`src/rtl/isa_bus_master_pkg.sv`:
```
// -----------------------------------------------------------------------------
// isa_bus_master_pkg
// Shared definitions for the ISA bus master: FSM state codes, the strobe
// select encoding formed from {mem, write}, and a helper that turns a strobe
// select into the active-low strobe vector {memw_l, memr_l, iow_l, ior_l}.
// No ports (package).
// -----------------------------------------------------------------------------
package isa_bus_master_pkg;

   // FSM state codes
   localparam logic [2:0] ST_IDLE     = 3'd0;
   localparam logic [2:0] ST_SETUP    = 3'd1;
   localparam logic [2:0] ST_STROBE   = 3'd2;
   localparam logic [2:0] ST_WAIT_RDY = 3'd3;
   localparam logic [2:0] ST_HOLD     = 3'd4;
   localparam logic [2:0] ST_RESP     = 3'd5;

   // Strobe select, encoded as {mem, write}
   typedef enum logic [1:0] {
      SEL_IOR  = 2'b00,
      SEL_IOW  = 2'b01,
      SEL_MEMR = 2'b10,
      SEL_MEMW = 2'b11
   } strb_sel_e;

   localparam logic [3:0] STRB_IDLE = 4'b1111;

   // Active-low strobe vector, bit order {memw_l, memr_l, iow_l, ior_l}
   function automatic logic [3:0] strobe_vec(input strb_sel_e sel);
      logic [3:0] v;
      case (sel)
         SEL_IOR:  v = 4'b1110;
         SEL_IOW:  v = 4'b1101;
         SEL_MEMR: v = 4'b1011;
         SEL_MEMW: v = 4'b0111;
         default:  v = STRB_IDLE;
      endcase
      return v;
   endfunction

endpackage

```
`src/rtl/isa_bus_master_if.sv`:
```
// -----------------------------------------------------------------------------
// isa_bus_master_if
// Groups the command/response handshake and the ISA bus pins of the bus
// master. The master modport is the bus master's view; the slave modport is
// the view of whatever issues commands and models the ISA responder.
//   cmd_*   : command request (valid/ready, write, mem, 20-bit addr, wdata)
//   rsp_*   : one-cycle completion pulse with read data and timeout flag
//   bus_*   : ISA address, active-low strobes, AEN, data out/oe, data in, RDY
// -----------------------------------------------------------------------------
interface isa_bus_master_if;
   import isa_bus_master_pkg::*;

   logic        cmd_valid;
   logic        cmd_ready;
   logic        cmd_write;
   logic        cmd_mem;
   logic [19:0] cmd_addr;
   logic [7:0]  cmd_wdata;

   logic        rsp_valid;
   logic [7:0]  rsp_rdata;
   logic        rsp_timeout;

   logic [19:0] bus_a;
   logic        bus_ior_l;
   logic        bus_iow_l;
   logic        bus_memr_l;
   logic        bus_memw_l;
   logic        bus_aen;
   logic [7:0]  bus_d_out;
   logic        bus_d_oe;
   logic [7:0]  bus_d_in;
   logic        bus_rdy;

   modport master (
      input  cmd_valid, cmd_write, cmd_mem, cmd_addr, cmd_wdata,
      output cmd_ready,
      output rsp_valid, rsp_rdata, rsp_timeout,
      output bus_a, bus_ior_l, bus_iow_l, bus_memr_l, bus_memw_l,
      output bus_aen, bus_d_out, bus_d_oe,
      input  bus_d_in, bus_rdy
   );

   modport slave (
      output cmd_valid, cmd_write, cmd_mem, cmd_addr, cmd_wdata,
      input  cmd_ready,
      input  rsp_valid, rsp_rdata, rsp_timeout,
      input  bus_a, bus_ior_l, bus_iow_l, bus_memr_l, bus_memw_l,
      input  bus_aen, bus_d_out, bus_d_oe,
      output bus_d_in, bus_rdy
   );

endinterface

```
`src/rtl/isa_bus_master_rdy_sync.sv`:
```
// -----------------------------------------------------------------------------
// isa_rdy_sync
// Two-flop synchronizer for the asynchronous IOCHRDY pin. Resets to 1
// (ready) so a reset never looks like a responder stall.
//   clk    : system clock
//   rst    : synchronous active-high reset
//   rdy_a  : asynchronous ready input
//   rdy_s  : synchronized ready, two clocks of latency
// -----------------------------------------------------------------------------
module isa_rdy_sync (
   input  logic clk,
   input  logic rst,
   input  logic rdy_a,
   output logic rdy_s
);

   logic meta_r;
   logic sync_r;

   // Two-stage capture of the asynchronous ready pin
   always_ff @(posedge clk) begin
      if (rst) begin
         meta_r <= 1'b1;
         sync_r <= 1'b1;
      end else begin
         meta_r <= rdy_a;
         sync_r <= meta_r;
      end
   end

   assign rdy_s = sync_r;

endmodule

```
`src/rtl/isa_bus_master.sv`:
```
// -----------------------------------------------------------------------------
// isa_bus_master
// Runs one 8-bit ISA I/O or memory cycle per accepted command:
// IDLE -> SETUP -> STROBE -> WAIT_RDY -> HOLD -> RESP -> IDLE.
// Parameters: SETUP_CYC / STROBE_CYC / HOLD_CYC phase lengths in clk cycles
// (0 behaves as 1), RDY_TIMEOUT maximum WAIT_RDY cycles before abort.
// Ports:
//   clk  : system clock, rising edge
//   rst  : synchronous active-high reset
//   bus  : isa_bus_master_if.master (command, response and ISA pins)
// All outputs are registered.
// -----------------------------------------------------------------------------
module isa_bus_master
   import isa_bus_master_pkg::*;
#(
   parameter int SETUP_CYC   = 2,
   parameter int STROBE_CYC  = 6,
   parameter int HOLD_CYC    = 2,
   parameter int RDY_TIMEOUT = 255
) (
   input  logic              clk,
   input  logic              rst,
   isa_bus_master_if.master  bus
);

   localparam int SETUP_N  = (SETUP_CYC  < 1) ? 1 : SETUP_CYC;
   localparam int STROBE_N = (STROBE_CYC < 1) ? 1 : STROBE_CYC;
   localparam int HOLD_N   = (HOLD_CYC   < 1) ? 1 : HOLD_CYC;
   localparam int TO_N     = (RDY_TIMEOUT < 1) ? 1 : RDY_TIMEOUT;

   localparam logic [15:0] SETUP_LAST  = 16'(SETUP_N - 1);
   localparam logic [15:0] STROBE_LAST = 16'(STROBE_N - 1);
   localparam logic [15:0] HOLD_LAST   = 16'(HOLD_N - 1);
   localparam logic [15:0] TO_LAST     = 16'(TO_N - 1);

   logic [2:0]  state_r;
   logic [15:0] cnt_r;
   logic [15:0] wait_cnt_r;
   logic        write_r;
   strb_sel_e   sel_r;
   logic [3:0]  strb_l_r;

   logic        cmd_ready_r;
   logic        rsp_valid_r;
   logic [7:0]  rsp_rdata_r;
   logic        rsp_timeout_r;
   logic [19:0] bus_a_r;
   logic        bus_aen_r;
   logic [7:0]  bus_d_out_r;
   logic        bus_d_oe_r;

   logic        rdy_sync_s;
   logic        wait_done_s;
   logic        wait_to_s;

   isa_rdy_sync u_rdy_sync (
      .clk   (clk),
      .rst   (rst),
      .rdy_a (bus.bus_rdy),
      .rdy_s (rdy_sync_s)
   );

   // WAIT_RDY exit decision. The synchronized ready lags the pin by two
   // clocks, so WAIT_RDY always spends at least two cycles: a responder that
   // drops RDY in reaction to the strobe is guaranteed to be seen.
   always_comb begin
      wait_done_s = 1'b0;
      wait_to_s   = 1'b0;
      if (rdy_sync_s && (wait_cnt_r != 16'd0)) begin
         wait_done_s = 1'b1;
         wait_to_s   = 1'b0;
      end else if (wait_cnt_r == TO_LAST) begin
         wait_done_s = 1'b1;
         wait_to_s   = 1'b1;
      end else begin
         wait_done_s = 1'b0;
         wait_to_s   = 1'b0;
      end
   end

   // Bus cycle FSM and all registered outputs
   always_ff @(posedge clk) begin
      if (rst) begin
         state_r       <= ST_IDLE;
         cnt_r         <= 16'd0;
         wait_cnt_r    <= 16'd0;
         write_r       <= 1'b0;
         sel_r         <= SEL_IOR;
         strb_l_r      <= STRB_IDLE;
         cmd_ready_r   <= 1'b1;
         rsp_valid_r   <= 1'b0;
         rsp_rdata_r   <= 8'h00;
         rsp_timeout_r <= 1'b0;
         bus_a_r       <= 20'h00000;
         bus_aen_r     <= 1'b1;
         bus_d_out_r   <= 8'h00;
         bus_d_oe_r    <= 1'b0;
      end else begin
         case (state_r)
            ST_IDLE: begin
               if (bus.cmd_valid) begin
                  state_r     <= ST_SETUP;
                  cnt_r       <= 16'd0;
                  cmd_ready_r <= 1'b0;
                  write_r     <= bus.cmd_write;
                  sel_r       <= strb_sel_e'({bus.cmd_mem, bus.cmd_write});
                  bus_a_r     <= bus.cmd_addr;
                  bus_aen_r   <= 1'b0;
                  bus_d_oe_r  <= bus.cmd_write;
                  bus_d_out_r <= bus.cmd_write ? bus.cmd_wdata : 8'h00;
               end
            end
            ST_SETUP: begin
               if (cnt_r == SETUP_LAST) begin
                  state_r  <= ST_STROBE;
                  cnt_r    <= 16'd0;
                  strb_l_r <= strobe_vec(sel_r);
               end else begin
                  cnt_r <= cnt_r + 16'd1;
               end
            end
            ST_STROBE: begin
               if (cnt_r == STROBE_LAST) begin
                  state_r    <= ST_WAIT_RDY;
                  cnt_r      <= 16'd0;
                  wait_cnt_r <= 16'd0;
               end else begin
                  cnt_r <= cnt_r + 16'd1;
               end
            end
            ST_WAIT_RDY: begin
               if (wait_done_s) begin
                  // Last strobe-low cycle: capture read data, release next edge
                  state_r       <= ST_HOLD;
                  cnt_r         <= 16'd0;
                  strb_l_r      <= STRB_IDLE;
                  rsp_rdata_r   <= write_r ? 8'h00 : bus.bus_d_in;
                  rsp_timeout_r <= wait_to_s;
               end else begin
                  wait_cnt_r <= wait_cnt_r + 16'd1;
               end
            end
            ST_HOLD: begin
               if (cnt_r == HOLD_LAST) begin
                  state_r     <= ST_RESP;
                  cnt_r       <= 16'd0;
                  rsp_valid_r <= 1'b1;
                  bus_aen_r   <= 1'b1;
                  bus_d_oe_r  <= 1'b0;
               end else begin
                  cnt_r <= cnt_r + 16'd1;
               end
            end
            ST_RESP: begin
               state_r     <= ST_IDLE;
               rsp_valid_r <= 1'b0;
               cmd_ready_r <= 1'b1;
               cnt_r       <= 16'd0;
               wait_cnt_r  <= 16'd0;
            end
            default: begin
               state_r     <= ST_IDLE;
               strb_l_r    <= STRB_IDLE;
               cmd_ready_r <= 1'b1;
               rsp_valid_r <= 1'b0;
               bus_aen_r   <= 1'b1;
               bus_d_oe_r  <= 1'b0;
               cnt_r       <= 16'd0;
               wait_cnt_r  <= 16'd0;
            end
         endcase
      end
   end

   assign bus.cmd_ready   = cmd_ready_r;
   assign bus.rsp_valid   = rsp_valid_r;
   assign bus.rsp_rdata   = rsp_rdata_r;
   assign bus.rsp_timeout = rsp_timeout_r;
   assign bus.bus_a       = bus_a_r;
   assign bus.bus_ior_l   = strb_l_r[0];
   assign bus.bus_iow_l   = strb_l_r[1];
   assign bus.bus_memr_l  = strb_l_r[2];
   assign bus.bus_memw_l  = strb_l_r[3];
   assign bus.bus_aen     = bus_aen_r;
   assign bus.bus_d_out   = bus_d_out_r;
   assign bus.bus_d_oe    = bus_d_oe_r;

endmodule

```
`src/flat_wrapper.sv`:
```
// flat-port wrapper written by rule: the top's interface ports become plain ports
module isa_bus_master_flat import isa_bus_master_pkg::*;
#(
   parameter int SETUP_CYC   = 2,
   parameter int STROBE_CYC  = 6,
   parameter int HOLD_CYC    = 2,
   parameter int RDY_TIMEOUT = 255
)
  (clk, rst, bus_cmd_valid, bus_cmd_write, bus_cmd_mem, bus_cmd_addr, bus_cmd_wdata, bus_cmd_ready, bus_rsp_valid, bus_rsp_rdata, bus_rsp_timeout, bus_bus_a, bus_bus_ior_l, bus_bus_iow_l, bus_bus_memr_l, bus_bus_memw_l, bus_bus_aen, bus_bus_d_out, bus_bus_d_oe, bus_bus_d_in, bus_bus_rdy);
  isa_bus_master_if bus_i ();
  input  logic clk;
  input  logic rst;
  input wire logic [$bits(bus_i.cmd_valid)-1:0] bus_cmd_valid;
  input wire logic [$bits(bus_i.cmd_write)-1:0] bus_cmd_write;
  input wire logic [$bits(bus_i.cmd_mem)-1:0] bus_cmd_mem;
  input wire logic [$bits(bus_i.cmd_addr)-1:0] bus_cmd_addr;
  input wire logic [$bits(bus_i.cmd_wdata)-1:0] bus_cmd_wdata;
  output wire logic [$bits(bus_i.cmd_ready)-1:0] bus_cmd_ready;
  output wire logic [$bits(bus_i.rsp_valid)-1:0] bus_rsp_valid;
  output wire logic [$bits(bus_i.rsp_rdata)-1:0] bus_rsp_rdata;
  output wire logic [$bits(bus_i.rsp_timeout)-1:0] bus_rsp_timeout;
  output wire logic [$bits(bus_i.bus_a)-1:0] bus_bus_a;
  output wire logic [$bits(bus_i.bus_ior_l)-1:0] bus_bus_ior_l;
  output wire logic [$bits(bus_i.bus_iow_l)-1:0] bus_bus_iow_l;
  output wire logic [$bits(bus_i.bus_memr_l)-1:0] bus_bus_memr_l;
  output wire logic [$bits(bus_i.bus_memw_l)-1:0] bus_bus_memw_l;
  output wire logic [$bits(bus_i.bus_aen)-1:0] bus_bus_aen;
  output wire logic [$bits(bus_i.bus_d_out)-1:0] bus_bus_d_out;
  output wire logic [$bits(bus_i.bus_d_oe)-1:0] bus_bus_d_oe;
  input wire logic [$bits(bus_i.bus_d_in)-1:0] bus_bus_d_in;
  input wire logic [$bits(bus_i.bus_rdy)-1:0] bus_bus_rdy;
  assign bus_i.cmd_valid = bus_cmd_valid;
  assign bus_i.cmd_write = bus_cmd_write;
  assign bus_i.cmd_mem = bus_cmd_mem;
  assign bus_i.cmd_addr = bus_cmd_addr;
  assign bus_i.cmd_wdata = bus_cmd_wdata;
  assign bus_cmd_ready = bus_i.cmd_ready;
  assign bus_rsp_valid = bus_i.rsp_valid;
  assign bus_rsp_rdata = bus_i.rsp_rdata;
  assign bus_rsp_timeout = bus_i.rsp_timeout;
  assign bus_bus_a = bus_i.bus_a;
  assign bus_bus_ior_l = bus_i.bus_ior_l;
  assign bus_bus_iow_l = bus_i.bus_iow_l;
  assign bus_bus_memr_l = bus_i.bus_memr_l;
  assign bus_bus_memw_l = bus_i.bus_memw_l;
  assign bus_bus_aen = bus_i.bus_aen;
  assign bus_bus_d_out = bus_i.bus_d_out;
  assign bus_bus_d_oe = bus_i.bus_d_oe;
  assign bus_i.bus_d_in = bus_bus_d_in;
  assign bus_i.bus_rdy = bus_bus_rdy;
  isa_bus_master #(.SETUP_CYC(SETUP_CYC), .STROBE_CYC(STROBE_CYC), .HOLD_CYC(HOLD_CYC), .RDY_TIMEOUT(RDY_TIMEOUT)) u_core (.clk(clk), .rst(rst), .bus(bus_i));
endmodule
```
`config.mk`:
```
export PLATFORM = sky130hd
export DESIGN_NAME = isa_bus_master_flat
export DESIGN_NICKNAME = d
export VERILOG_FILES = /design/src/rtl/isa_bus_master_pkg.sv /design/src/rtl/isa_bus_master_if.sv /design/src/rtl/isa_bus_master_rdy_sync.sv /design/src/rtl/isa_bus_master.sv /design/src/flat_wrapper.sv
export SDC_FILE = /design/constraint.sdc
export NUM_CORES = 1
export LEC_CHECK = 0
export ABC_AREA = 0
export BUFFER_PORTS_ARGS = -buffer_cell sky130_fd_sc_hd__buf_2
export CAP_MARGIN = 20
export CORE_ASPECT_RATIO = 0.9
export CORE_UTILIZATION = 55
export CTS_BUF_LIST = sky130_fd_sc_hd__clkbuf_8
export DETAILED_ROUTE_END_ITERATION = 8
export PLACE_DENSITY = 0.89
export SLEW_MARGIN = 0
export SYNTH_ARGS = -nofsm -noshare
export SYNTH_HDL_FRONTEND = slang
export SYNTH_SLANG_ARGS = --single-unit
```
`constraint.sdc`:
```
create_clock -name clk -period 2.8 [get_ports clk]
set_input_delay 0.56 -clock clk [delete_from_list [all_inputs] [get_ports clk]]
set_output_delay 0.56 -clock clk [all_outputs]
set_load 0.02 [all_outputs]
```
==> run summary, run 1 <==
area grow syn2layout = 19.2%
Clock Tree Buf Depth = 2
leakage power = 1.75 nW
Hold WS = 0.377 ns
worst clock skew = 0.00854 ns
DP HPWL = 6100 microns
initial drt markers = 238
Max FO, Critical Path = 18
min Tclk post-route = 2.44 ns
number of CTS-inserted buffers = 9
DRT antenna net count = 0
Most used DFF post-synth = dfxtp_1
slew margin rel. = 57.0%
Yosys Warn Count = 0
sequential area share after synthesis = 45.3%
main area contributors after synthesis = dfxtp_1 (45%), nand2_1 (9.3%), a21oi_1 (7.8%), nor2_1 (3.9%), nand3_1 (3.9%)
fmax = 410 MHz
Die Span Y = 79.9 microns
core area = 6550 sq um
crit path capture type = flop
diode count = 0
Max IR drop VDD = 0.465 mV
total power = 3.15 mW
largest net degree at the start of global routing = 34
Synth Area per Inst = 7.98 sq um
clock transition at the registers of the reported paths = 0.09 ns
Vias/cell = 5.75
WP buf/inv = 1
setup ws final = 0.362 ns
pwr dens = 712 nW/um^2
DR pass1 iterations = 5
#FFs+latches synth = 84
pre-CTS setup slack = 0.422 ns
htree depth = 3
Initial Util = 56.6%
IO Count = 87
Avg WL per Cell = 14.0 microns
clk_lat worst skew = 0.37 ns
vias in the first global route = 3166
Async S/R FF share, synth = 0%
max-capacitance violation count = 0
critical-path cell list = and3b_1, and2_1, a22o_1, nor4b_4, buf_4, a311oi_1
Hold Crit Class = in2reg
initial antenna violation count = 0
Yosys cell types = 43
Worst-Margin Slew = 0.645 ns
RSZ-0062 raised after global routing = false
hold_buf cts = 0
post_cts resized = 0
final number of max-transition violations = 0
Cell Area, Synth = 3710 sq um
NumNets Final = 588
crit path DAT = 2.70 ns
row count = 28
vias = 3655
cell taking the most area after synthesis = dfxtp_1
Synth top cells by count = nand2_1 (92), dfxtp_1 (84), a21oi_1 (58), nor2_1 (39), nand3_1 (29)
die area = 7080 sq um
final setup fails = 0
setup TNS = 0 ns
grt ovf = 0
Crit path required time = 3.06 ns
clock sink count = 84
Root Driver = clkbuf_8
DRT Wirelength = 8910 microns
period utilisation layout = 87.1%
post-synth top area share = 45.3%
net count after synthesis = 512
final hold vios = 0
status = finished clean
DRC violations left = 0
CTS tree = done
Storage cell area = 1680 sq um
Top delay family on crit path = simple AND/OR/NAND/NOR gates
first-pass GRT wire length = 14200 microns
Worst setup SP type = flop
layout cells sized above 1 = 21.8%
fill count = 531
EDFF count, synth = 0
Setup Buffers After CTS = 0
Die Wd = 88.6 microns
RD Place Congestion = 0.873
multi-input combinational cell area = 1870 sq um
Cells after Synth = 465
most common cell in the netlist = nand2_1
Worst path max stage delay = 0.62 ns
gr usage total = 25.3%
critical path type = reg2reg
Slowest-stage cell, CP = and3b_1
Port Buffers = 86
==> final cells by class <==
class | count | area share [%]
Multi-Input combinational cell | 343 | 42.3
Sequential cell | 84 | 38.0
Timing Repair Buffer | 94 | 11.1
Clock buffer | 9 | 2.80
Tap cell | 90 | 2.55
Clock inverter | 7 | 2.41
Inverter | 9 | 0.764
==> worst reg2reg max path: stages (launching register included) <==
cell	delay, ns
dfxtp_1	0.55
and3b_1	0.62
and2_1	0.24
a22o_1	0.31
nor4b_4	0.07
buf_4	0.21
a311oi_1	0.32
==> metrics by stage <==
stage	std cells	util (%)	area [sq um]
floorplan	465	-	3710
global placement	620	64.0	4190
detailed placement	620	64.0	4190
CTS	636	67.5	4420
global route	636	67.5	4420
finish	636	67.5	4420
==> placed cells by master (no fill, tap or decap), types with 11 or more instances in the layout <==
master    Yosys  final
dfxtp_1      84     84
nand2_1      92     92
nor2_1       39     39
nand3b_1     11     11
nand3_1      29     29
nor3_1       13     13
a21oi_1      58     58
buf_2         4     86
o21ai_0      11     11
a311oi_1     12     12
==> worst paths after layout <==
check | start | depth (start not counted) | slack (ns) | to
max | u_core.state_r[1] | 6 | 0.36 | u_core.wait_cnt_r[3]
min | bus_bus_rdy | 2 | 0.38 | u_core.u_rdy_sync.meta_r
max reg2reg | u_core.state_r[1] | 6 | 0.36 | u_core.wait_cnt_r[3]
min reg2reg | u_core.u_rdy_sync.meta_r | 1 | 0.43 | u_core.u_rdy_sync.rdy_s
==> state kept, by name, summed over array words and instances, names as in the netlist, 2 cells and up <==
name,cells
u_core.bus.bus_a,20
u_core.bus.bus_d_out,8
u_core.bus.rsp_rdata,8
u_core.cnt_r,16
u_core.sel_r,2
u_core.state_r,3
u_core.strb_l_r,4
u_core.wait_cnt_r,16
==> power by group <==
part	leakage [nW]	internal, mW	total (mW)	switching, mW
sequential	0.682	1.29	1.38	0.0852
combinational	0.950	0.269	0.778	0.509
clock	0.117	0.519	0.992	0.473
==> cell families after synthesis <==
logic type | Yosys count | synth area share, %
adders and majority gates | 5 | 1.69
and+or+nand+nor | 224 | 29.1
muxes | 2 | 0.540
xor gates and xnor gates | 2 | 0.472
DFF | 84 | 45.3
buffers and inverters | 38 | 4.18
AOI/OAI and AO/OA | 110 | 18.6
==> metal layers <==
metal | up-vias | global-route usage (%) | wire length (microns)
met5 | - | 0 | 0
li1 | 1796 | - | -
met1 | 1726 | 32.9 | 3920
met2 | 121 | 40.5 | 4380
met3 | 12 | 6.93 | 512
met4 | 0 | 7.74 | 104
Note: power is estimated with default switching activity, not from simulation.
==> inputs of run 2 (changes only) <==
Settings changed: REMOVE_ABC_BUFFERS set to 1.
==> run 2 against run 1 <==
Wire length rose by 4.5%. Sequential power hardly changed. Sequential cell count did not move. Total power shrank 0.16%. Cell count is the same. Register-to-register slack worse by 0.06 ns. Worst setup slack worse by 0.057 ns.
==> run summary, run 2 (synthesis results as in run 1) <==
status = finished clean
Die Wd = 88.6 microns
initial drt markers = 216
period utilisation layout = 89.1%
htree depth = 3
Crit path required time = 3.05 ns
Hold WS = 0.391 ns
NumNets Final = 588
sequential fraction of design power = 44.0%
setup TNS = 0 ns
combinational power share = 25.1%
DRT antenna net count = 0
hold_buf cts = 0
slew margin rel. = 49.0%
Root Driver = clkbuf_8
fill count = 541
diode count = 0
initial antenna violation count = 0
Clock Tree Buf Depth = 2
Die Span Y = 79.9 microns
row count = 28
Vias/cell = 5.82
clk_lat worst skew = 0.36 ns
min Tclk post-route = 2.49 ns
vias = 3701
core area = 6550 sq um
Hold Crit Class = in2reg
Port Buffers = 86
RSZ-0062 raised after global routing = false
fmax = 401 MHz
internal power = 2.07 mW
Avg WL per Cell = 14.6 microns
IO Count = 87
DP HPWL = 6390 microns
Storage cell area = 1680 sq um
number of CTS-inserted buffers = 9
max-capacitance violation count = 0
commonest non-fill, non-tap cells in the layout = nand2_1 (92), buf_2 (86), dfxtp_1 (84)
layout cells sized above 1 = 21.8%
worst clock skew = 0.00811 ns
final hold vios = 0
multi-input combinational cell area = 1870 sq um
vias in the first global route = 3289
leakage power = 1.74 nW
largest net degree at the start of global routing = 66
CTS tree = done
clock share of power = 30.8%
Initial Util = 56.6%
pwr dens = 713 nW/um^2
Max IR drop VDD = 0.455 mV
final setup fails = 0
DRT Wirelength = 9310 microns
max FFs per register = 20
final number of max-transition violations = 0
DR pass1 iterations = 5
grt ovf = 0
critical path type = reg2reg
most common cell after layout, fill and taps aside = nand2_1
net switching power figure = 1.07 mW
Worst setup SP type = flop
first-pass GRT wire length = 14800 microns
crit path capture type = flop
RD Place Congestion = 0.885
post_cts resized = 0
Max FO, Critical Path = 13
clock transition at the registers of the reported paths = 0.08 ns
die area = 7080 sq um
area grow syn2layout = 19.0%
Setup Buffers After CTS = 0
crit path DAT = 2.75 ns
DRC violations left = 0
Worst-Margin Slew = 0.765 ns
gr usage total = 26.7%
Sw Ratio = 34.1%
clock sink count = 84
==> run 2: final cells by class <==
cell class                      count  share of cell area, %
Multi-Input combinational cell    343                   42.4
Tap cell                           90                   2.55
Timing Repair Buffer               94                   11.1
Sequential cell                    84                   38.1
Clock inverter                      7                   2.24
Inverter                            9                  0.766
Clock buffer                        9                   2.81
==> run 2: path summary, 6_finish.rpt <==
path / start / end / slack, ns / cells past startpoint
hold reg to reg: u_core.u_rdy_sync.meta_r / u_core.u_rdy_sync.rdy_s / 0.41 / 1
setup / recovery: u_core.cnt_r[0] / u_core.cnt_r[10] / 0.31 / 8
setup reg to reg: u_core.cnt_r[0] / u_core.cnt_r[10] / 0.31 / 8
hold / removal: bus_bus_rdy / u_core.u_rdy_sync.meta_r / 0.39 / 2
==> run 2: power by group through the flow <==
stage / clock [mW] / sequential (mW) / combinational, mW
after floorplan: 0 / 1.48 / 0.430
after global placement: 0 / 1.40 / 0.751
after detailed placement: 0 / 1.41 / 0.778
after CTS: 0.974 / 1.38 / 0.782
after global routing: 1.02 / 1.40 / 0.865
final: 0.970 / 1.38 / 0.791
==> run 2: layer usage <==
metal | part of all wire (%) | vias to the layer above | global-route usage, % | wire (microns)
met1 | 43 | 1754 | 33.5 | 3990
met2 | 50 | 128 | 44.0 | 4660
li1 | - | 1800 | - | -
met5 | 0 | - | 0 | 0
met3 | 5.8 | 19 | 7.55 | 539
met4 | 1.2 | 0 | 8.39 | 114
==> run 2: worst max-delay path, stage by stage, from the launching register on <==
cell       delay [ns]
dfxtp_1          0.44
ha_1             0.17
nor4b_1          0.32
nand4_1          0.20
o2111ai_1        0.34
a21oi_1          0.31
buf_4            0.28
a21o_1           0.16
a22o_1           0.18
==> run 2: through the flow <==
stage	utilization (%)	power (mW)	instance area (sq um)	std cells	setup slack (ns)
detailed placement	64.0	2.18	4190	620	0.360
floorplan	-	1.91	3590	436	0.468
global placement	64.0	2.15	4190	620	0.489
global route	67.4	3.28	4410	636	0.0685
CTS	67.4	3.14	4410	636	0.328
finish	67.4	3.14	4410	636	0.305
